==> src/rtl/eth_pkg.sv <==
// rtl/eth_pkg.sv - shared types, constants and helpers for the Ethernet TX scheduler
package eth_pkg;

    typedef enum logic [1:0] {
        ST_IDLE      = 2'd0,
        ST_WAIT_DONE = 2'd1,
        ST_IFG       = 2'd2
    } sched_state_t;

    typedef enum logic {
        TX_TYPE_ARP = 1'b0,
        TX_TYPE_IP  = 1'b1
    } tx_type_t;

    localparam int DEFAULT_IFG_CYCLES     = 12;
    localparam int DEFAULT_TIMEOUT_CYCLES = 2048;
    localparam int MAC_W                  = 48;

    // Counter width for a 0..terminal-1 counter; never narrower than one bit.
    function automatic int cnt_width(input int terminal);
        return (terminal > 1) ? $clog2(terminal) : 1;
    endfunction

endpackage

==> src/rtl/eth_tx_sched_if.sv <==
// rtl/eth_tx_sched_if.sv - request/grant and frame-builder handshake bundle of the TX scheduler
interface eth_tx_sched_if;
    import eth_pkg::*;

    logic             arp_req;
    logic [MAC_W-1:0] arp_req_mac;
    logic             udp_req;
    logic [MAC_W-1:0] udp_dst_mac;
    logic             tx_done;
    logic             tx_start;
    logic             tx_type;
    logic [MAC_W-1:0] tx_dst_mac;
    logic             udp_grant;
    logic             arp_drop;
    logic             tx_timeout;
    logic             busy;

    // Request sources and frame builder side.
    modport master (
        output arp_req, arp_req_mac, udp_req, udp_dst_mac, tx_done,
        input  tx_start, tx_type, tx_dst_mac, udp_grant, arp_drop, tx_timeout, busy
    );

    // Scheduler side.
    modport slave (
        input  arp_req, arp_req_mac, udp_req, udp_dst_mac, tx_done,
        output tx_start, tx_type, tx_dst_mac, udp_grant, arp_drop, tx_timeout, busy
    );

endinterface

==> src/rtl/rr_arb2.sv <==
// rtl/rr_arb2.sv - two-way ARP/IPv4 round-robin arbiter with last-grant memory
module rr_arb2
    import eth_pkg::*;
(
    input  logic clk,
    input  logic resetn,
    input  logic req_arp,
    input  logic req_ip,
    input  logic advance,
    output logic gnt_arp,
    output logic gnt_ip
);

    tx_type_t last_grant;

    // Contended requests go to the type that did not win last time.
    always_comb begin
        gnt_arp = 1'b0;
        gnt_ip  = 1'b0;
        if (req_arp && req_ip) begin
            if (last_grant == TX_TYPE_IP) begin
                gnt_arp = 1'b1;
            end else begin
                gnt_ip = 1'b1;
            end
        end else begin
            gnt_arp = req_arp;
            gnt_ip  = req_ip;
        end
    end

    // Remember the winner only when the grant is actually taken; reset favours ARP next.
    always_ff @(posedge clk) begin
        if (!resetn) begin
            last_grant <= TX_TYPE_IP;
        end else if (advance && gnt_arp) begin
            last_grant <= TX_TYPE_ARP;
        end else if (advance && gnt_ip) begin
            last_grant <= TX_TYPE_IP;
        end
    end

endmodule

==> src/rtl/eth_tx_sched.sv <==
// rtl/eth_tx_sched.sv - schedules ARP replies and UDP/IPv4 frames onto one GMII TX builder
module eth_tx_sched
    import eth_pkg::*;
#(
    parameter int IFG_CYCLES     = DEFAULT_IFG_CYCLES,
    parameter int TIMEOUT_CYCLES = DEFAULT_TIMEOUT_CYCLES
) (
    input  logic         aclk,
    input  logic         aresetn,
    eth_tx_sched_if.slave bus
);

    localparam int IFG_W = cnt_width(IFG_CYCLES);
    localparam int TMO_W = cnt_width(TIMEOUT_CYCLES);
    localparam logic [IFG_W-1:0] IFG_LAST = IFG_W'(IFG_CYCLES - 1);
    localparam logic [TMO_W-1:0] TMO_LAST = TMO_W'(TIMEOUT_CYCLES - 1);

    sched_state_t     state;
    sched_state_t     state_d;
    logic             arp_pending;
    logic [MAC_W-1:0] arp_mac;
    logic [IFG_W-1:0] ifg_cnt;
    logic [TMO_W-1:0] tmo_cnt;
    logic             gnt_arp;
    logic             gnt_ip;
    logic             grant;
    logic             arp_consume;

    logic             tx_start_q;
    logic             tx_start_d;
    tx_type_t         tx_type_q;
    tx_type_t         tx_type_d;
    logic [MAC_W-1:0] tx_dst_mac_q;
    logic [MAC_W-1:0] tx_dst_mac_d;
    logic             udp_grant_q;
    logic             udp_grant_d;
    logic             tx_timeout_q;
    logic             tx_timeout_d;
    logic             arp_drop_q;

    rr_arb2 u_arb (
        .clk     (aclk),
        .resetn  (aresetn),
        .req_arp (arp_pending),
        .req_ip  (bus.udp_req),
        .advance (grant),
        .gnt_arp (gnt_arp),
        .gnt_ip  (gnt_ip)
    );

    assign arp_consume = grant & gnt_arp;

    // Next state plus the values the registered outputs take at the coming edge.
    always_comb begin
        state_d      = state;
        grant        = 1'b0;
        tx_start_d   = 1'b0;
        udp_grant_d  = 1'b0;
        tx_timeout_d = 1'b0;
        tx_type_d    = tx_type_q;
        tx_dst_mac_d = tx_dst_mac_q;
        case (state)
            ST_IDLE: begin
                if (gnt_arp || gnt_ip) begin
                    grant      = 1'b1;
                    state_d    = ST_WAIT_DONE;
                    tx_start_d = 1'b1;
                    if (gnt_arp) begin
                        tx_type_d    = TX_TYPE_ARP;
                        tx_dst_mac_d = arp_mac;
                    end else begin
                        tx_type_d    = TX_TYPE_IP;
                        tx_dst_mac_d = bus.udp_dst_mac;
                        udp_grant_d  = 1'b1;
                    end
                end
            end
            ST_WAIT_DONE: begin
                // A done arriving on the last allowed cycle still counts as a normal finish.
                if (bus.tx_done) begin
                    state_d = ST_IFG;
                end else if (tmo_cnt == TMO_LAST) begin
                    state_d      = ST_IFG;
                    tx_timeout_d = 1'b1;
                end
            end
            ST_IFG: begin
                if (ifg_cnt == IFG_LAST) begin
                    state_d = ST_IDLE;
                end
            end
            default: begin
                state_d = ST_IDLE;
            end
        endcase
    end

    // State register.
    always_ff @(posedge aclk) begin
        if (!aresetn) begin
            state <= ST_IDLE;
        end else begin
            state <= state_d;
        end
    end

    // Per-state cycle counters restart at 0 on entry and stop where the state is left.
    always_ff @(posedge aclk) begin
        if (!aresetn) begin
            tmo_cnt <= '0;
            ifg_cnt <= '0;
        end else begin
            if (state == ST_WAIT_DONE && state_d == ST_WAIT_DONE) begin
                tmo_cnt <= tmo_cnt + TMO_W'(1);
            end else begin
                tmo_cnt <= '0;
            end
            if (state == ST_IFG && state_d == ST_IFG) begin
                ifg_cnt <= ifg_cnt + IFG_W'(1);
            end else begin
                ifg_cnt <= '0;
            end
        end
    end

    // Registered frame-builder outputs; type and MAC hold until the next grant.
    always_ff @(posedge aclk) begin
        if (!aresetn) begin
            tx_start_q   <= 1'b0;
            udp_grant_q  <= 1'b0;
            tx_timeout_q <= 1'b0;
            tx_type_q    <= TX_TYPE_ARP;
            tx_dst_mac_q <= '0;
        end else begin
            tx_start_q   <= tx_start_d;
            udp_grant_q  <= udp_grant_d;
            tx_timeout_q <= tx_timeout_d;
            tx_type_q    <= tx_type_d;
            tx_dst_mac_q <= tx_dst_mac_d;
        end
    end

    // One-deep ARP slot: a request landing while the slot is being granted refills it.
    always_ff @(posedge aclk) begin
        if (!aresetn) begin
            arp_pending <= 1'b0;
            arp_mac     <= '0;
            arp_drop_q  <= 1'b0;
        end else begin
            arp_drop_q <= 1'b0;
            if (bus.arp_req) begin
                if (arp_pending && !arp_consume) begin
                    arp_drop_q <= 1'b1;
                end else begin
                    arp_pending <= 1'b1;
                    arp_mac     <= bus.arp_req_mac;
                end
            end else if (arp_consume) begin
                arp_pending <= 1'b0;
            end
        end
    end

    assign bus.tx_start   = tx_start_q;
    assign bus.tx_type    = tx_type_q;
    assign bus.tx_dst_mac = tx_dst_mac_q;
    assign bus.udp_grant  = udp_grant_q;
    assign bus.tx_timeout = tx_timeout_q;
    assign bus.arp_drop   = arp_drop_q;
    assign bus.busy       = (state != ST_IDLE);

endmodule

==> src/flat_wrapper.sv <==
// flat-port wrapper written by rule: the top's interface ports become plain ports
module eth_tx_sched_flat import eth_pkg::*;
#(
    parameter int IFG_CYCLES     = DEFAULT_IFG_CYCLES,
    parameter int TIMEOUT_CYCLES = DEFAULT_TIMEOUT_CYCLES
)
  (aclk, aresetn, bus_arp_req, bus_arp_req_mac, bus_udp_req, bus_udp_dst_mac, bus_tx_done, bus_tx_start, bus_tx_type, bus_tx_dst_mac, bus_udp_grant, bus_arp_drop, bus_tx_timeout, bus_busy);
  eth_tx_sched_if bus_i ();
  input  logic aclk;
  input  logic aresetn;
  input wire logic [$bits(bus_i.arp_req)-1:0] bus_arp_req;
  input wire logic [$bits(bus_i.arp_req_mac)-1:0] bus_arp_req_mac;
  input wire logic [$bits(bus_i.udp_req)-1:0] bus_udp_req;
  input wire logic [$bits(bus_i.udp_dst_mac)-1:0] bus_udp_dst_mac;
  input wire logic [$bits(bus_i.tx_done)-1:0] bus_tx_done;
  output wire logic [$bits(bus_i.tx_start)-1:0] bus_tx_start;
  output wire logic [$bits(bus_i.tx_type)-1:0] bus_tx_type;
  output wire logic [$bits(bus_i.tx_dst_mac)-1:0] bus_tx_dst_mac;
  output wire logic [$bits(bus_i.udp_grant)-1:0] bus_udp_grant;
  output wire logic [$bits(bus_i.arp_drop)-1:0] bus_arp_drop;
  output wire logic [$bits(bus_i.tx_timeout)-1:0] bus_tx_timeout;
  output wire logic [$bits(bus_i.busy)-1:0] bus_busy;
  assign bus_i.arp_req = bus_arp_req;
  assign bus_i.arp_req_mac = bus_arp_req_mac;
  assign bus_i.udp_req = bus_udp_req;
  assign bus_i.udp_dst_mac = bus_udp_dst_mac;
  assign bus_i.tx_done = bus_tx_done;
  assign bus_tx_start = bus_i.tx_start;
  assign bus_tx_type = bus_i.tx_type;
  assign bus_tx_dst_mac = bus_i.tx_dst_mac;
  assign bus_udp_grant = bus_i.udp_grant;
  assign bus_arp_drop = bus_i.arp_drop;
  assign bus_tx_timeout = bus_i.tx_timeout;
  assign bus_busy = bus_i.busy;
  eth_tx_sched #(.IFG_CYCLES(IFG_CYCLES), .TIMEOUT_CYCLES(TIMEOUT_CYCLES)) u_core (.aclk(aclk), .aresetn(aresetn), .bus(bus_i));
endmodule
==> config.mk <==
export PLATFORM = sky130hd
export DESIGN_NAME = eth_tx_sched_flat
export DESIGN_NICKNAME = d
export VERILOG_FILES = /design/src/rtl/eth_pkg.sv /design/src/rtl/eth_tx_sched_if.sv /design/src/rtl/rr_arb2.sv /design/src/rtl/eth_tx_sched.sv /design/src/flat_wrapper.sv
export SDC_FILE = /design/constraint.sdc
export NUM_CORES = 1
export LEC_CHECK = 0
export ABC_AREA = 1
export CAP_MARGIN = 15
export CORE_ASPECT_RATIO = 0.75
export CORE_MARGIN = 10
export CORE_UTILIZATION = 42
export CTS_BUF_LIST = sky130_fd_sc_hd__clkbuf_16
export CTS_CLUSTER_SIZE = 10
export DETAILED_ROUTE_END_ITERATION = 10
export PLACE_DENSITY = 0.72
export SYNTH_ARGS = -nofsm -noshare
export SYNTH_HDL_FRONTEND = slang
export SYNTH_SLANG_ARGS = --single-unit
==> constraint.sdc <==
create_clock -name aclk -period 3.6 [get_ports aclk]
set_input_delay 0.54 -clock aclk [delete_from_list [all_inputs] [get_ports aclk]]
set_output_delay 0.54 -clock aclk [all_outputs]
set_load 0.005 [all_outputs]
### Yosys cells after proc, flatten, opt, wreduce, memory -nomap -nowiden

Cells that the tools add are included.

| cells by class | value |
|---|---|
| add/sub/neg operators | 2 |
| eq/ne operators | 7 |
| multiplexer cells | 20 |
| bitwise operators | 4 |
| reductions and logical operators | 20 |

Operators by type and width:

| operator | count |
|---|---|
| $mux W48 | 1 |
| $mux W1 | 14 |
| $reduce_and A2 Y1 | 6 |
| $add A11 B1 Y11 const B | 1 |
| $eq A11 B11 Y1 const B | 1 |
| $mux W2 | 4 |
| $logic_and A1 B1 Y1 | 6 |
| $pmux W2 S3 | 1 |
| $reduce_bool A2 Y1 | 3 |
| $add A4 B1 Y4 const B | 1 |
| $eq A2 B1 Y1 const B | 2 |
| $eq A2 B2 Y1 const B | 2 |
| $eq A4 B4 Y1 const B | 1 |
| $not A1 Y1 | 3 |
| $reduce_and A3 Y1 | 1 |
| $reduce_or A3 Y1 | 1 |
| $logic_not A2 Y1 | 1 |
| $ne A2 B2 Y1 const B | 1 |
| $and A1 B1 Y1 | 1 |
| $logic_not A1 Y1 | 1 |
| $logic_or A1 B1 Y1 | 1 |

| storage, ports and cells | value |
|---|---|
| flip-flop bits (word level) | 120 |
| input port bits | 101 |

### Longest topological paths before layout

Gate-level depths: netlist of run 1.

| logic depth | value |
|---|---|
| depth in word-level cells | 10 |
| mapped depth | 10 |

### By module

A second synthesis of run 1 with hierarchy kept.

| second synthesis, totals | value |
|---|---|
| cell total of the unflattened synthesis | 597 |
| area, all modules | 4569.4 um2 |

By module, submodules not included:

| module | times used | cells an instance | area an instance (um2) | sequential area each (um2) |
|---|---|---|---|---|
| eth_tx_sched | 1 | 589 | 4513.1 | 2382.3 |
| rr_arb2 | 1 | 8 | 56.3 | 20.0 |

### Worst setup path after synthesis of run 1

Ideal clock, no wire load.

| timing | value |
|---|---|
| path type | input to register |
| from | input port aresetn |
| to | register u_core.tx_dst_mac_q[18] (netlist: u_core.bus.tx_dst_mac[18]) |
| setup time | 58 ps |
| data arrival time | 1390 ps |
| required time | 3542 ps |
| slack | 2152 ps |
| cell stages on the path | 6 |
| cell sequence | buf_2 clkinv_1 nor2_8 buf_6 nand2_1 nand2_1 |

RTL lines:

| element | line | text |
|---|---|---|
| from (decl) | flat_wrapper.sv:10 | `input logic aresetn;` |
| to (signal assigned) | eth_tx_sched.sv:139 | `tx_dst_mac_q <= tx_dst_mac_d;` |
| to (decl) | eth_tx_sched.sv:33 | `logic [MAC_W-1:0] tx_dst_mac_q;` |

### Worst setup path after layout of run 1

| timing | value |
|---|---|
| from | register u_core.state[0] |
| to | output port bus_busy |

| on the way | value |
|---|---|
| longest elaborated chain between the ends | 1 |

RTL lines:

| element | line | text |
|---|---|---|
| from (decl) | eth_tx_sched.sv:18 | `sched_state_t state;` |
| from (signal assigned) | eth_tx_sched.sv:103 | `state <= state_d;` |
| $reduce_bool A2 Y1 | eth_tx_sched.sv:170 | `assign bus.busy = (state != ST_IDLE);` |
| to (decl) | flat_wrapper.sv:22 | `output wire logic [$bits(bus_i.busy)-1:0] bus_busy;` |

Every way passes these cells.

==> impl_metrics.tcl, run 1 <==
set metrics [dict create \
    status "finished clean" \
    place_inst 1074 \
    p_seq_share_pct 41.5 \
    clockBufferDepth 2 \
    insertion_delay_ns 0.41 \
    yosys_most_used_dff "dfxtp_1" \
    root_buffer "clkbuf_16" \
    die_y_um 117 \
    comb_power_share_pct 18.3 \
    period_share_pct 69.7 \
    switching_share_pct 26.3 \
    final_cell_mix "nand2_1, clkdlybuf4s50_1, nor2_1, dfxtp_1, nand3_1" \
    cts_setup_buffers 0 \
    slew_violations 0 \
    min_from "u_core.tmo_cnt[0]" \
    vdd_drop_max_mv 0.360 \
    yosys-top-cells-area "dfxtp_1, nand2_1, nand3_1" \
    postSynthCellCount 791 \
    drt_wl_total_mm 15.1 \
    tns_ns 0 \
    post_drt_wl_per_cell_um 13.7 \
    yosysSeqAreaShare_pct 45.6 \
    reg2reg_depth 8 \
    yosysTopAreaCellShare_pct 45.6 \
    rsz0062_at_grt "false" \
    r2r-end "u_core.bus.tx_dst_mac[28]" \
    rows 35 \
    cp.required_ns 3.06 \
    cts_resized 0 \
    grt.total_usage_pct 17.9 \
    hpwl_mm 10.2 \
    cp_max_fo 22 \
    htreeDepth 4 \
    area_delta_synth_final_pct 39.6 \
    drive_above_1_share_pct 4.27 \
    fill_cells 1157 \
    synth_edf_count 0 \
    powerDensity_nw_per_um2 493 \
    gp_congestion 0.776 \
    fmax_mhz 399 \
    skew_ns 0.0122 \
    avgSynthCellArea_um2 6.66 \
    drc_errors 0 \
    vias_per_cell 4.50 \
    diodes 0 \
    p_sw_w 0.000955 \
    min_period_ns 2.51 \
    holdBufCountCts 0 \
    final_cell_count_no_fill 1102 \
    fp.dieW_um 149 \
    regArea_um2 2400 \
    worstSetupStartpointType "flip-flop" \
    drt_iter0_markers 295 \
    p_int_w 0.00267 \
    drtPass1Iterations 4 \
    max_slew_margin_pct 41.3 \
    cts_buffers 17 \
    final_nets 1030 \
    grt_pass1_wl_mm 25.1 \
    syn_nets 894 \
    synth_warnings 0 \
    cts.sinks 120 \
    hold_viol_final 0 \
    clock_power_share_pct 40.2 \
    ys_seq_elements 120 \
    cts_tree "yes" \
    io_pins 155 \
    setup_viol 0 \
    worst_hold_path.num_cells 1 \
    drv_cap 0 \
    synth_largest_area_cell "dfxtp_1" \
    vias 4958 \
    hold_path.class "flip-flop to flip-flop" \
    arrival_ns 1.97 \
    min_to "u_core.tmo_cnt[0]" \
    rr_startpoint "u_core.state[0]" \
    die_area_um2 17500 \
    start_util_pct 43.0 \
    multi_input_area_um2 2290 \
    endpoint_kind "output port" \
    r2r_slack_ns 1.37 \
    antenna_found_initial 0 \
    first_global_vias 5001 \
    clkTransAtPathRegs_ns 0.05 \
    final_common_cell "nand2_1" \
    ant_nets 0 \
    grt_max_degree 96 \
    overflow 0 \
    path_class "flip-flop to output port" \
    cellLeakagePower_nw 3.61 \
    worstMarginPinSlew_ns 0.880 \
    netlist_area_um2 5270 \
    async_flop_share_pct 0 \
    port_buffers 154 \
    coreArea_um2 12300 \
    yosys.cell_types.count 27 \
]
[worst max-delay path by stage]
stage                                end             from  cells after the start  slack [ns]
4_1_cts                         bus_busy  u_core.state[0]                      3        1.05
5_1_grt                         bus_busy  u_core.state[0]                      3        0.97
3_5_place_dp    u_core.bus.tx_dst_mac[6]      bus_udp_req                      9        1.22
6_report                        bus_busy  u_core.state[0]                      3        1.09
3_3_place_gp   u_core.bus.tx_dst_mac[11]      bus_udp_req                      9        1.27
2_1_floorplan  u_core.bus.tx_dst_mac[18]          aresetn                      6        2.15
[cells in the mapped netlist, drive strengths merged, types with 2 or more instances]
| master | count |
|---|---|
| a21oi | 7 |
| buf | 36 |
| clkbuf | 8 |
| dfxtp | 120 |
| ha | 2 |
| inv | 94 |
| nand2 | 270 |
| nand3 | 113 |
| nand4 | 2 |
| nor2 | 124 |
| xnor2 | 2 |
| xor2 | 7 |
[metrics by stage]
stage                     utilization (%)  total power [W]  hold WS, ns  setup slack [ns]  instance area (um2)
after floorplan                         -          0.00188        0.417              2.15                 5270
after global placement               55.9          0.00219        0.429              1.27                 6860
after detailed placement             55.9          0.00220        0.439              1.22                 6860
after CTS                            60.0          0.00366        0.446              1.05                 7360
after global routing                 60.0          0.00382        0.473             0.973                 7360
final                                60.0          0.00363        0.447              1.09                 7360
[critical path, stage by stage, from the launching register on]
cell and delay (ns):
dfxtp_1 0.36, nor2_4 0.51, inv_2 0.18, clkdlybuf4s50_1 0.50
[state kept, by name (all words and copies together), names as in the netlist, 2 cells and up]
name and count:
u_core.tmo_cnt 11, u_core.bus.tx_dst_mac 48, u_core.arp_mac 48, u_core.state 2, u_core.ifg_cnt 4
[kinds of logic (layout without fill, tap and decap cells)]
logic type	Yosys count	in the layout	synth area share, %
AO/OA/AOI/OAI	9	9	1.02
XOR/XNOR	9	9	1.50
adder cells (fa/ha/maj)	2	2	0.475
buffers and inverters	139	284	11.0
flip-flops	120	120	45.6
AND/OR/NAND/NOR	512	512	40.4
[power groups by stage]
stage / clock network, W / logic (W) / registers (W)
floorplan: 0 / 0.000354 / 0.00152
global placement: 0 / 0.000667 / 0.00153
detailed placement: 0 / 0.000669 / 0.00153
CTS: 0.00149 / 0.000673 / 0.00150
global route: 0.00155 / 0.000756 / 0.00152
finish: 0.00146 / 0.000665 / 0.00151
[final cells by class]
| cell class | instances | share of cell area (%) |
|---|---|---|
| Multi-Input combinational cell | 532 | 31.1 |
| Clock inverter | 11 | 0.969 |
| Inverter | 95 | 4.85 |
| Sequential cell | 120 | 32.7 |
| Timing Repair Buffer | 161 | 21.8 |
| Clock buffer | 17 | 5.78 |
| Tap cell | 166 | 2.82 |
[layer usage]
metal / global-route usage, % / wire (um)
met1: 23.7 / 7310
met2: 26.0 / 6160
met3: 7.18 / 1480
met4: 5.41 / 120
met5: 0 / 0
Power figures use the tool's default switching activity.
==> run 2: changes to the inputs <==
PLACE_DENSITY = 0.75   (was 0.72)
clock period = 2.2 ns   (was 3.6 ns; I/O delays follow)
==> run 2 against run 1 <==
Sequential cell count unchanged. Wire length fell by 0.92%. First-iteration DRC count decreased by 1.7%. Final cell count is 1.0% higher. Critical endpoint unchanged. Largest power group is now the clock network. Highest routed layer unchanged.
==> impl_metrics.tcl, run 2 (synthesis gave the netlist of run 1 again) <==
set metrics [dict create \
    status "finished clean" \
    p_seq_share_pct 38.5 \
    clkTransAtPathRegs_ns 0.06 \
    first_global_vias 4917 \
    die_area_um2 17500 \
    fill_cells 1114 \
    path_cells "nor2_4 > inv_2 > clkdlybuf4s50_1" \
    coreArea_um2 12300 \
    antenna_found_initial 0 \
    comb_power_share_pct 17.8 \
    final_common_cell "nand2_1" \
    post_drt_wl_per_cell_um 13.4 \
    diodes 0 \
    vias 5021 \
    period_share_pct 88.6 \
    hold_viol_final 0 \
    r2r_slack_ns 0.56 \
    final_cell_mix "nand2_1, clkdlybuf4s50_1, nor2_1, dfxtp_1, nand3_1" \
    endpoint_kind "output port" \
    overflow 0 \
    start_util_pct 43.0 \
    setup_viol 0 \
    final_cell_count_no_fill 1113 \
    vias_per_cell 4.51 \
    powerDensity_nw_per_um2 848 \
    root_buffer "clkbuf_16" \
    worstSetupStartpointType "flip-flop" \
    critPathMaxStageDelay_ns 0.55 \
    worstSetupEndpoint "bus_busy" \
    die_y_um 117 \
    path_class "flip-flop to output port" \
    cp.required_ns 1.87 \
    p_int_w 0.00478 \
    crit_start "u_core.state[0]" \
    drv_cap 0 \
    hold_path.class "input pin to flip-flop" \
    drc_errors 0 \
    rr_startpoint "u_core.tmo_cnt[0]" \
    vdd_drop_max_mv 0.646 \
    switching_share_pct 25.3 \
    r2r-end "u_core.tmo_cnt[9]" \
    drt_wl_total_mm 14.9 \
    drtPass1Iterations 5 \
    tns_ns 0 \
    cts_resized 0 \
    cts_buffers 17 \
    fp.dieW_um 149 \
    place_inst 1081 \
    cellLeakagePower_nw 3.71 \
    final_nets 1037 \
    skew_ns 0.0130 \
    rsz0062_at_grt "false" \
    gp_congestion 0.807 \
    grt_pass1_wl_mm 24.4 \
    io_pins 155 \
    clock_power_share_pct 43.8 \
    grt_max_degree 55 \
    cp_slowest_cell "clkdlybuf4s50_1" \
    arrival_ns 1.62 \
    holdBufCountCts 0 \
    hpwl_mm 10.4 \
    cp_max_fo 5 \
    cts.sinks 120 \
    min_from "aresetn" \
    drive_above_1_share_pct 5.60 \
    area_delta_synth_final_pct 43.2 \
    worstMarginPinSlew_ns 0.556 \
    cts_tree "yes" \
    port_buffers 154 \
    p_sw_w 0.00162 \
    min_period_ns 1.95 \
    reg2reg_depth 6 \
    ant_nets 0 \
    clockBufferDepth 2 \
    insertion_delay_ns 0.41 \
    max_slew_margin_pct 62.9 \
    grt.total_usage_pct 17.2 \
    drt_iter0_markers 290 \
    htreeDepth 4 \
    rows 35 \
    slew_violations 0 \
    fmax_mhz 513 \
    cts_setup_buffers 0 \
]
-- run 2: changes by cell type in the layout (fill, tap and decap cells not counted), sizes merged --
cell	delta
buf	+7
bufinv	+3
inv	+1
-- run 2: worst max-delay path: cells and delay by family (launching register included) --
| kind | cells | cell delay, ns |
|---|---|---|
| buffers and inverters | 2 | 0.67 |
| flip-flops | 1 | 0.44 |
| AND/OR/NAND/NOR | 1 | 0.09 |
-- run 2: worst min path at each step --
stage,endpoint,depth (start not counted),slack (ns)
2_1_floorplan,u_core.bus.tx_timeout,1,0.41
3_3_place_gp,u_core.ifg_cnt[0],1,0.43
3_5_place_dp,u_core.tmo_cnt[0],1,0.44
4_1_cts,u_core.state[1],3,0.40
5_1_grt,u_core.state[0],3,0.44
6_report,u_core.state[0],3,0.42
-- run 2: metrics by stage --
stage                     util (%)  setup WS, ns  hold slack (ns)  cell area, um2  total power [W]
after detailed placement      56.7         0.314            0.442            6950          0.00364
after global routing          61.5         0.201            0.441            7540          0.00671
final                         61.5         0.250            0.420            7540          0.00640
after global placement        56.7         0.342            0.431            6950          0.00362
after floorplan                  -         0.842            0.408            5270          0.00307
after CTS                     61.5         0.250            0.403            7540          0.00646
-- run 2: power groups by stage --
stage	clock (W)	combinational [W]	sequential (W)
6_report	0.00280	0.00114	0.00246
5_1_grt	0.00296	0.00127	0.00248
4_1_cts	0.00285	0.00115	0.00246
3_5_place_dp	0	0.00114	0.00250
3_3_place_gp	0	0.00113	0.00250
2_1_floorplan	0	0.000579	0.00250
-- run 2: area by class of cell --
cell class	instances	area, um2	share of cell area (%)
flip-flops and latches	120	2400	31.8
multi-input cells	532	2290	30.3
repair buffers	168	1690	22.5
clock buffers	17	425	5.64
inverters	95	357	4.73
well taps	166	208	2.75
clock inverters	15	169	2.24
-- run 2: metal layers --
| metal | share of wire, % | GRT usage, % |
|---|---|---|
| met1 | 49 | 22.3 |
| met2 | 42 | 25.9 |
| met3 | 9.0 | 7.95 |
| met4 | 0.27 | 3.13 |
| met5 | 0 | 0 |
==> run 3: changes to the inputs <==
ABC_AREA = unset   (was 1)
CAP_MARGIN = 40   (was 15)
CORE_UTILIZATION = 35   (was 42)
PLACE_DENSITY = 0.67   (was 0.75)
==> run 3 against run 2 <==
Final cell count shrank 28%. Critical path type unchanged. Worst setup slack better by 0.093 ns. Clock power down 13%.
==> impl_metrics.tcl, run 3 <==
set metrics [dict create \
    vias 4366 \
    cp_max_fo 6 \
    arrival_ns 1.53 \
    synthXorXnorAreaFrac_pct 2.15 \
    holdBufCountCts 0 \
    start_util_pct 36.2 \
    postSynthCellCount 486 \
    synth_adder_area_share_pct 0.558 \
    cts_buffers 17 \
    yosysSeqAreaShare_pct 53.6 \
    synth_largest_area_cell "dfxtp_1" \
    cts_tree "yes" \
    drv_cap 0 \
    status "finished clean" \
    synth_top_family_by_area "compound AO/OA/AOI/OAI gates" \
    cts_setup_buffers 0 \
    post_drt_wl_per_cell_um 18.2 \
    insertion_delay_ns 0.41 \
    setup_viol 0 \
    path_cells "nor2_4 > inv_1 > clkdlybuf4s50_1" \
    netlist_area_um2 4480 \
    path_class "flip-flop to output port" \
    vdd_drop_max_mv 0.506 \
    switching_share_pct 25.0 \
    worstSetupStartpointType "flip-flop" \
    drtPass1Iterations 6 \
    hpwl_mm 10.2 \
    final_nets 729 \
    overflow 0 \
    hold_path.class "input pin to flip-flop" \
    ys_seq_elements 120 \
    utilization_pct 54.0 \
    yosys-top-cells-area "dfxtp_1, a222oi_1, nand3_1" \
    p_int_w 0.00431 \
    fmax_mhz 538 \
    synth_warnings 0 \
    cts_resized 0 \
    ys_top_cells_by_count "dfxtp_1, nor2_1, nand3_1" \
    rows 35 \
    p_sw_w 0.00144 \
    vias_per_cell 5.42 \
    grt_pass1_wl_mm 23.6 \
    power_w 0.00575 \
    worstMarginPinSlew_ns 0.573 \
    grt.total_usage_pct 16.4 \
    rsz0062_at_grt "false" \
    avgSynthCellArea_um2 9.22 \
    clock_power_share_pct 42.6 \
    holdWs_ns 0.308 \
    skew_ns 0.00721 \
    cp.required_ns 1.87 \
    yosysTopAreaCellShare_pct 53.6 \
    antenna_found_initial 0 \
    max_slew_margin_pct 61.8 \
    yosys.cell_types.count 34 \
    worst_hold_path.num_cells 3 \
    diodes 0 \
    first_global_vias 4440 \
    clkTransAtPathRegs_ns 0.06 \
    synth.most_common_cell "dfxtp_1" \
    synth-simple-area-share_pct 15.0 \
    die_area_um2 17800 \
    period_share_pct 84.4 \
    comb_power_share_pct 15.5 \
    reg2reg_depth 5 \
    hold_viol_final 0 \
    synth_compound_area_share_pct 22.9 \
    p_seq_share_pct 41.9 \
    synthMuxAreaShare_pct 0 \
    endpoint_kind "output port" \
    gp_congestion 0.823 \
    yosys_most_used_dff "dfxtp_1" \
    grt_max_degree 49 \
    cp_slowest_cell "clkdlybuf4s50_1" \
    syn_nets 589 \
    final_common_cell "clkdlybuf4s50_1" \
    port_buffers 154 \
    htreeDepth 4 \
    cts.sinks 120 \
    tns_ns 0 \
    async_flop_share_pct 0 \
    synth_edf_count 0 \
    ant_nets 0 \
    powerDensity_nw_per_um2 859 \
    drive_above_1_share_pct 7.98 \
    io_pins 155 \
    drc_errors 0 \
    coreArea_um2 12400 \
    area_delta_synth_final_pct 49.3 \
    fp.dieW_um 151 \
    root_buffer "clkbuf_16" \
    slew_violations 0 \
    critPathMaxStageDelay_ns 0.45 \
    final_cell_mix "clkdlybuf4s50_1, dfxtp_1, nor2_1" \
    drt_wl_total_mm 14.7 \
    die_y_um 118 \
    drt_iter0_markers 477 \
    min_period_ns 1.86 \
    cellLeakagePower_nw 2.48 \
    clockBufferDepth 2 \
]
-- run 3: changes by cell type in the layout (fill, tap and decap cells not counted), sizes merged, moves of 3 or more --
cell / delta
nand3: -60
a222oi: +48
a21oi: +44
clkinvlp: +3
nand2: -264
and3: +5
inv: -86
bufinv: -3
nor2: -58
o21ai: +51
-- run 3: through the flow --
step / instance area, um2 / instances / setup slack (ns)
2_1_floorplan: 4480 / 486 / 0.776
3_3_place_gp: 6170 / 773 / 0.291
3_5_place_dp: 6170 / 773 / 0.233
4_1_cts: 6690 / 805 / 0.300
5_1_grt: 6690 / 805 / 0.175
6_report: 6690 / 805 / 0.343
-- run 3: power groups by stage --
stage | clock network (W) | logic (W) | registers [W]
final | 0.00245 | 0.000893 | 0.00241
after global placement | 0 | 0.000875 | 0.00244
after global routing | 0.00258 | 0.000979 | 0.00242
after floorplan | 0 | 0.000411 | 0.00244
after CTS | 0.00249 | 0.000903 | 0.00241
after detailed placement | 0 | 0.000897 | 0.00245
-- run 3: worst max-delay path, delay by kind of cell (launching register included) --
| family | cells | cell delay [ns] |
|---|---|---|
| buffers and inverters | 2 | 0.54 |
| flip-flops | 1 | 0.34 |
| AND/OR/NAND/NOR | 1 | 0.24 |
-- run 3: final timing paths --
check | slack, ns | from | endpoint
setup / recovery | 0.34 | u_core.state[0] | bus_busy
setup reg to reg | 0.37 | u_core.tmo_cnt[0] | u_core.tmo_cnt[2]
hold reg to reg | 0.46 | u_core.ifg_cnt[0] | u_core.ifg_cnt[0]
hold / removal | 0.31 | bus_arp_req | u_core.arp_mac[18]
-- run 3: logic make-up (layout without fill, tap and decap cells) --
| kind of cell | after synthesis | after routing |
|---|---|---|
| compound gates | 153 | 153 |
| xor+xnor | 11 | 11 |
| buf+inv | 56 | 209 |
| simple gates | 144 | 144 |
| fa+ha+maj | 2 | 2 |
| flops | 120 | 120 |
-- run 3: final cells by class --
type / count / area (um2)
inverters: 7 / 27.5
clock inverters: 15 / 100
fillers: 1070 / 5700
clock buffers: 17 / 425
repair buffers: 170 / 1690
well taps: 166 / 208
flip-flops and latches: 120 / 2400
multi-input cells: 310 / 1840
-- run 3: per-layer routing --
metal	vias to the layer above	wire length, um	global-route usage, %
met3	11	1400	6.49
li1	2078	-	-
met1	2066	6390	20.7
met5	-	0	0
met2	211	6790	25.5
met4	0	92	4.20
==> variant 1: new RTL, config.mk and constraints of run 2 <==
Set the package constant `DEFAULT_IFG_CYCLES` to 13 (it was 12).
--- a/src/rtl/eth_pkg.sv
+++ b/src/rtl/eth_pkg.sv
@@ -13,5 +13,5 @@
     } tx_type_t;
 
-    localparam int DEFAULT_IFG_CYCLES     = 12;
+    localparam int DEFAULT_IFG_CYCLES     = 13;
     localparam int DEFAULT_TIMEOUT_CYCLES = 2048;
     localparam int MAC_W                  = 48;
Formal check against the unedited RTL: no difference found for any inputs over 4 cycles, from zero or initial values and one cycle with aresetn low; that may be too few to reach the edited logic, so the function may still have changed.
==> variant 1 against run 2 <==
Sequential cell count did not move. Critical path depth did not move. Final area fell by 0.18%. Worst setup slack improved by 58 ps. Count of clock-buffer cells in the layout did not move. Synthesized area rose by 0.85%. Total power fell by 1.9%. Routed wire length rose by 2.1%. Highest routed layer unchanged.
==> variant 1: results <==
power:
  switchingPower_w: 0.00162
  p_leak_nw: 3.69
  irDropWorstVdd_uv: 597
grt:
  antenna_found_initial: 0
  grt_max_degree: 91
  grt_pass1_vias: 4910
  grt_pass1_wl_mm: 24.8
  track_usage: 0.171
clocking:
  root_buffer: "clkbuf_16"
  clockBufferDepth: 2
  cts_resized: 0
  path_clk_slew_ps: 50
  worst_skew_pair.late_latency_ps: 400
synth:
  synthesis.nets: 898
  synthTopCellsByArea: "dfxtp_1 (45%), nand2_1 (18%), nand3_1 (11%)"
  synth_area_um2: 5310
  ys_seq_area_frac: 0.452
  ys_types: 24
  async_reset_ff_frac: 0
  synth_flop_cell: "dfxtp_1"
  synth_common_cells: "nand2_1 (255), nor2_1 (122), nand3_1 (121), dfxtp_1 (120), inv_1 (96)"
layout:
  fillerInstances: 1186
  layout-drive-gt1-share: 0.0517
  diodes: 0
  fin_nets: 1039
timing:
  fin_skew_ps: 9.20
  post-route-period-util: 0.860
  worstMarginPinSlew_ps: 472
setup_path:
  cp.arrival_ps: 1560
  crit_fanout: 5
  cpPeakStageDelay_ps: 540
  cp_slowest_cell: "clkdlybuf4s50_1"
  path_delay_family: "buffers and inverters"
placement:
  place.gp.congestion: 0.799
  placed_area_um2: 6960
  dp_hpwl_mm: 10.5
detailed_routing:
  drcViolationCount: 0
  wl_per_cell_um: 13.7
  drtIter0Drc: 311
  vias_per_cell: 4.55
outcome:
  status: "complete, no violations"
min_path:
  hp-class: "in2reg"
==> variant 1: area by class of cell <==
class                   count  area share
multi-input cells         529       0.304
clock inverters            15      0.0193
inverters                 100      0.0498
clock buffers              17      0.0565
flip-flops and latches    120       0.319
well taps                 166      0.0276
repair buffers            167       0.224
==> variant 1: stage by stage <==
step           setup slack [ps]  cells  total power [W]   util
3_3_place_gp                474   1082          0.00362  0.564
4_1_cts                     281   1114          0.00633  0.610
5_1_grt                     215   1114          0.00657  0.610
3_5_place_dp                426   1082          0.00364  0.564
2_1_floorplan               842    794          0.00309      -
6_report                    308   1114          0.00627  0.610
==> variant 1: path summary, 6_finish.rpt <==
kind	from	to	slack, ps	cells after the start
min reg2reg	u_core.tmo_cnt[0]	u_core.tmo_cnt[0]	450	1
max	u_core.state[0]	bus_busy	310	3
max reg2reg	u_core.tmo_cnt[0]	u_core.tmo_cnt[9]	590	6
min	aresetn	u_core.u_arb.last_grant	220	2
==> variant 1: logic make-up after synthesis <==
kind of cell / synth area share
fa+ha+maj: 0.00706
xor+xnor: 0.0165
compound gates: 0.00918
simple gates: 0.398
flops: 0.452
buf+inv: 0.117
==> variant 1: power groups by stage <==
stage / Sequential (W) / Combinational (W) / Clock, W
floorplan: 0.00250 / 0.000595 / 0
global placement: 0.00250 / 0.00112 / 0
detailed placement: 0.00250 / 0.00113 / 0
CTS: 0.00246 / 0.00115 / 0.00272
global route: 0.00248 / 0.00127 / 0.00282
finish: 0.00246 / 0.00113 / 0.00268
==> variant 1: worst register-to-register path, cell delays in order, from the launching register on <==
cell     delay [ps]
dfxtp_1         340
ha_1            210
nand2_1          60
nor2_1          220
nand3_1         180
nand4_1         370
nor2_1           90
==> variant 1: routing by layer <==
metal | track usage | share of wire | vias to the layer above
li1 | - | - | 2688
met1 | 0.216 | 0.46 | 2236
met2 | 0.262 | 0.45 | 134
met3 | 0.0745 | 0.090 | 6
met4 | 0.0364 | 0.0029 | 0
met5 | 0 | 0 | -
==> variant 2: new RTL, settings of run 2 <==
Made on the original files. The 3 states of `sched_state_t` get a one-hot encoding in 3 bits.
--- a/src/rtl/eth_pkg.sv
+++ b/src/rtl/eth_pkg.sv
@@ -2,8 +2,8 @@
 package eth_pkg;
 
-    typedef enum logic [1:0] {
-        ST_IDLE      = 2'd0,
-        ST_WAIT_DONE = 2'd1,
-        ST_IFG       = 2'd2
+    typedef enum logic [2:0] {
+        ST_IDLE      = 3'b001,
+        ST_WAIT_DONE = 3'b010,
+        ST_IFG       = 3'b100
     } sched_state_t;
 
Behaviour: no difference found for any inputs over 10 cycles, from zero or initial values and one cycle with aresetn low; not proved beyond that.
==> variant 2 against run 2 <==
Routed wire length rose by 0.88%. Synthesized area rose by 2.6%. Total power rose by 1.6%. Clock power barely moved. First-iteration DRC count rose by 16%. Worst setup slack improved by 91 ps. Final area rose by 1.2%. Sequential cell count rose by 1. Largest power group unchanged.
==> variant 2: results <==
placement:
  dp_hpwl_mm: 10.3
  pre_cts_slack_ps: -44.1
  place.gp.congestion: 0.805
synth:
  synthXorXnorAreaFrac: 0.00972
  ys_seq_area_frac: 0.448
  synth-adder-area-share: 0.00463
  synthTopCellsByArea: "dfxtp_1 (45%), nand2_1 (21%), nand3_1 (8.6%)"
  synthesis.nets: 913
  synth_common_cells: "nand2_1 (309), dfxtp_1 (121), nand3_1 (93), nor2_1 (70), a21oi_1 (68)"
  syn_inst: 810
  synth-compound-area-share: 0.0676
  synth_flop_cell: "dfxtp_1"
layout:
  layout-drive-gt1-share: 0.0565
  fin_nets: 1046
detailed_routing:
  drtIter0Drc: 335
  wl_mm: 15.1
power:
  p_per_area_nw_per_um2: 851
  switching_share: 0.255
  power_frac_comb: 0.183
  p_leak_nw: 3.57
  irDropWorstVdd_uv: 665
timing:
  slew_headroom: 0.259
  fin_skew_ps: 12.3
  post-route-period-util: 0.845
setup_path:
  crit_fanout: 48
  r2r_slack_ps: 370
  critPathCapture: "u_core.bus.tx_dst_mac[33]"
  cp.arrival_ps: 2190
  worstReg2RegStart: "u_core.arp_pending"
outcome:
  status: "complete, no violations"
grt:
  grt_pass1_wl_mm: 24.6
min_path:
  hold_depth: 5
## variant 2: cell count changes after synthesis, sizes merged, moves of 3 or more
cell and delta:
a21oi +61, nor2 -51, nand2 +40, inv -25, nand3 -19, clkbuf +7
nand4 +4, xor2 -3
## variant 2: final cells by class
cell class	count	area, um^2
Fill cell	1170	4800
Multi-Input combinational cell	567	2470
Sequential cell	121	2420
Timing Repair Buffer	167	1680
Clock buffer	17	425
Inverter	69	259
Tap cell	166	208
Clock inverter	14	165
## variant 2: stage by stage
step | area, um^2 | util
after floorplan | 5400 | -
after global placement | 7040 | 0.566
after detailed placement | 7040 | 0.566
after CTS | 7630 | 0.614
after global routing | 7630 | 0.614
final | 7630 | 0.614
## variant 2: how the worst min path moves through the flow
stage | slack [ps] | from | end
3_3_place_gp | 430 | u_core.ifg_cnt[0] | u_core.ifg_cnt[0]
2_1_floorplan | 410 | bus_tx_done | u_core.bus.tx_timeout
5_1_grt | 410 | aresetn | u_core.bus.tx_dst_mac[47]
3_5_place_dp | 440 | u_core.tmo_cnt[0] | u_core.tmo_cnt[0]
6_report | 390 | aresetn | u_core.bus.tx_dst_mac[10]
4_1_cts | 390 | aresetn | u_core.bus.tx_dst_mac[10]
## variant 2: worst max-delay path, stage by stage
cell             delay, ps
clkdlybuf4s50_1        440
inv_2                   80
nor2_1                  70
nor2_4                 820
nand2_1                140
nand2_1                100
nand2_1                 50
a21oi_1                130
## variant 2: layer usage
layer  up-vias  GRT usage  share of wire  routed length, um
li1       2792          -              -                  -
met3         9     0.0640          0.095               1430
met4         4     0.0426         0.0040                 61
met1      2346      0.214           0.46               6970
met5         -          0         0.0015                 23
met2       148      0.256           0.44               6590
## variant 2: cell families after synthesis
group           Yosys count
buf+inv                 122
compound gates           71
fa+ha+maj                 2
xor+xnor                  6
flops                   121
simple gates            488
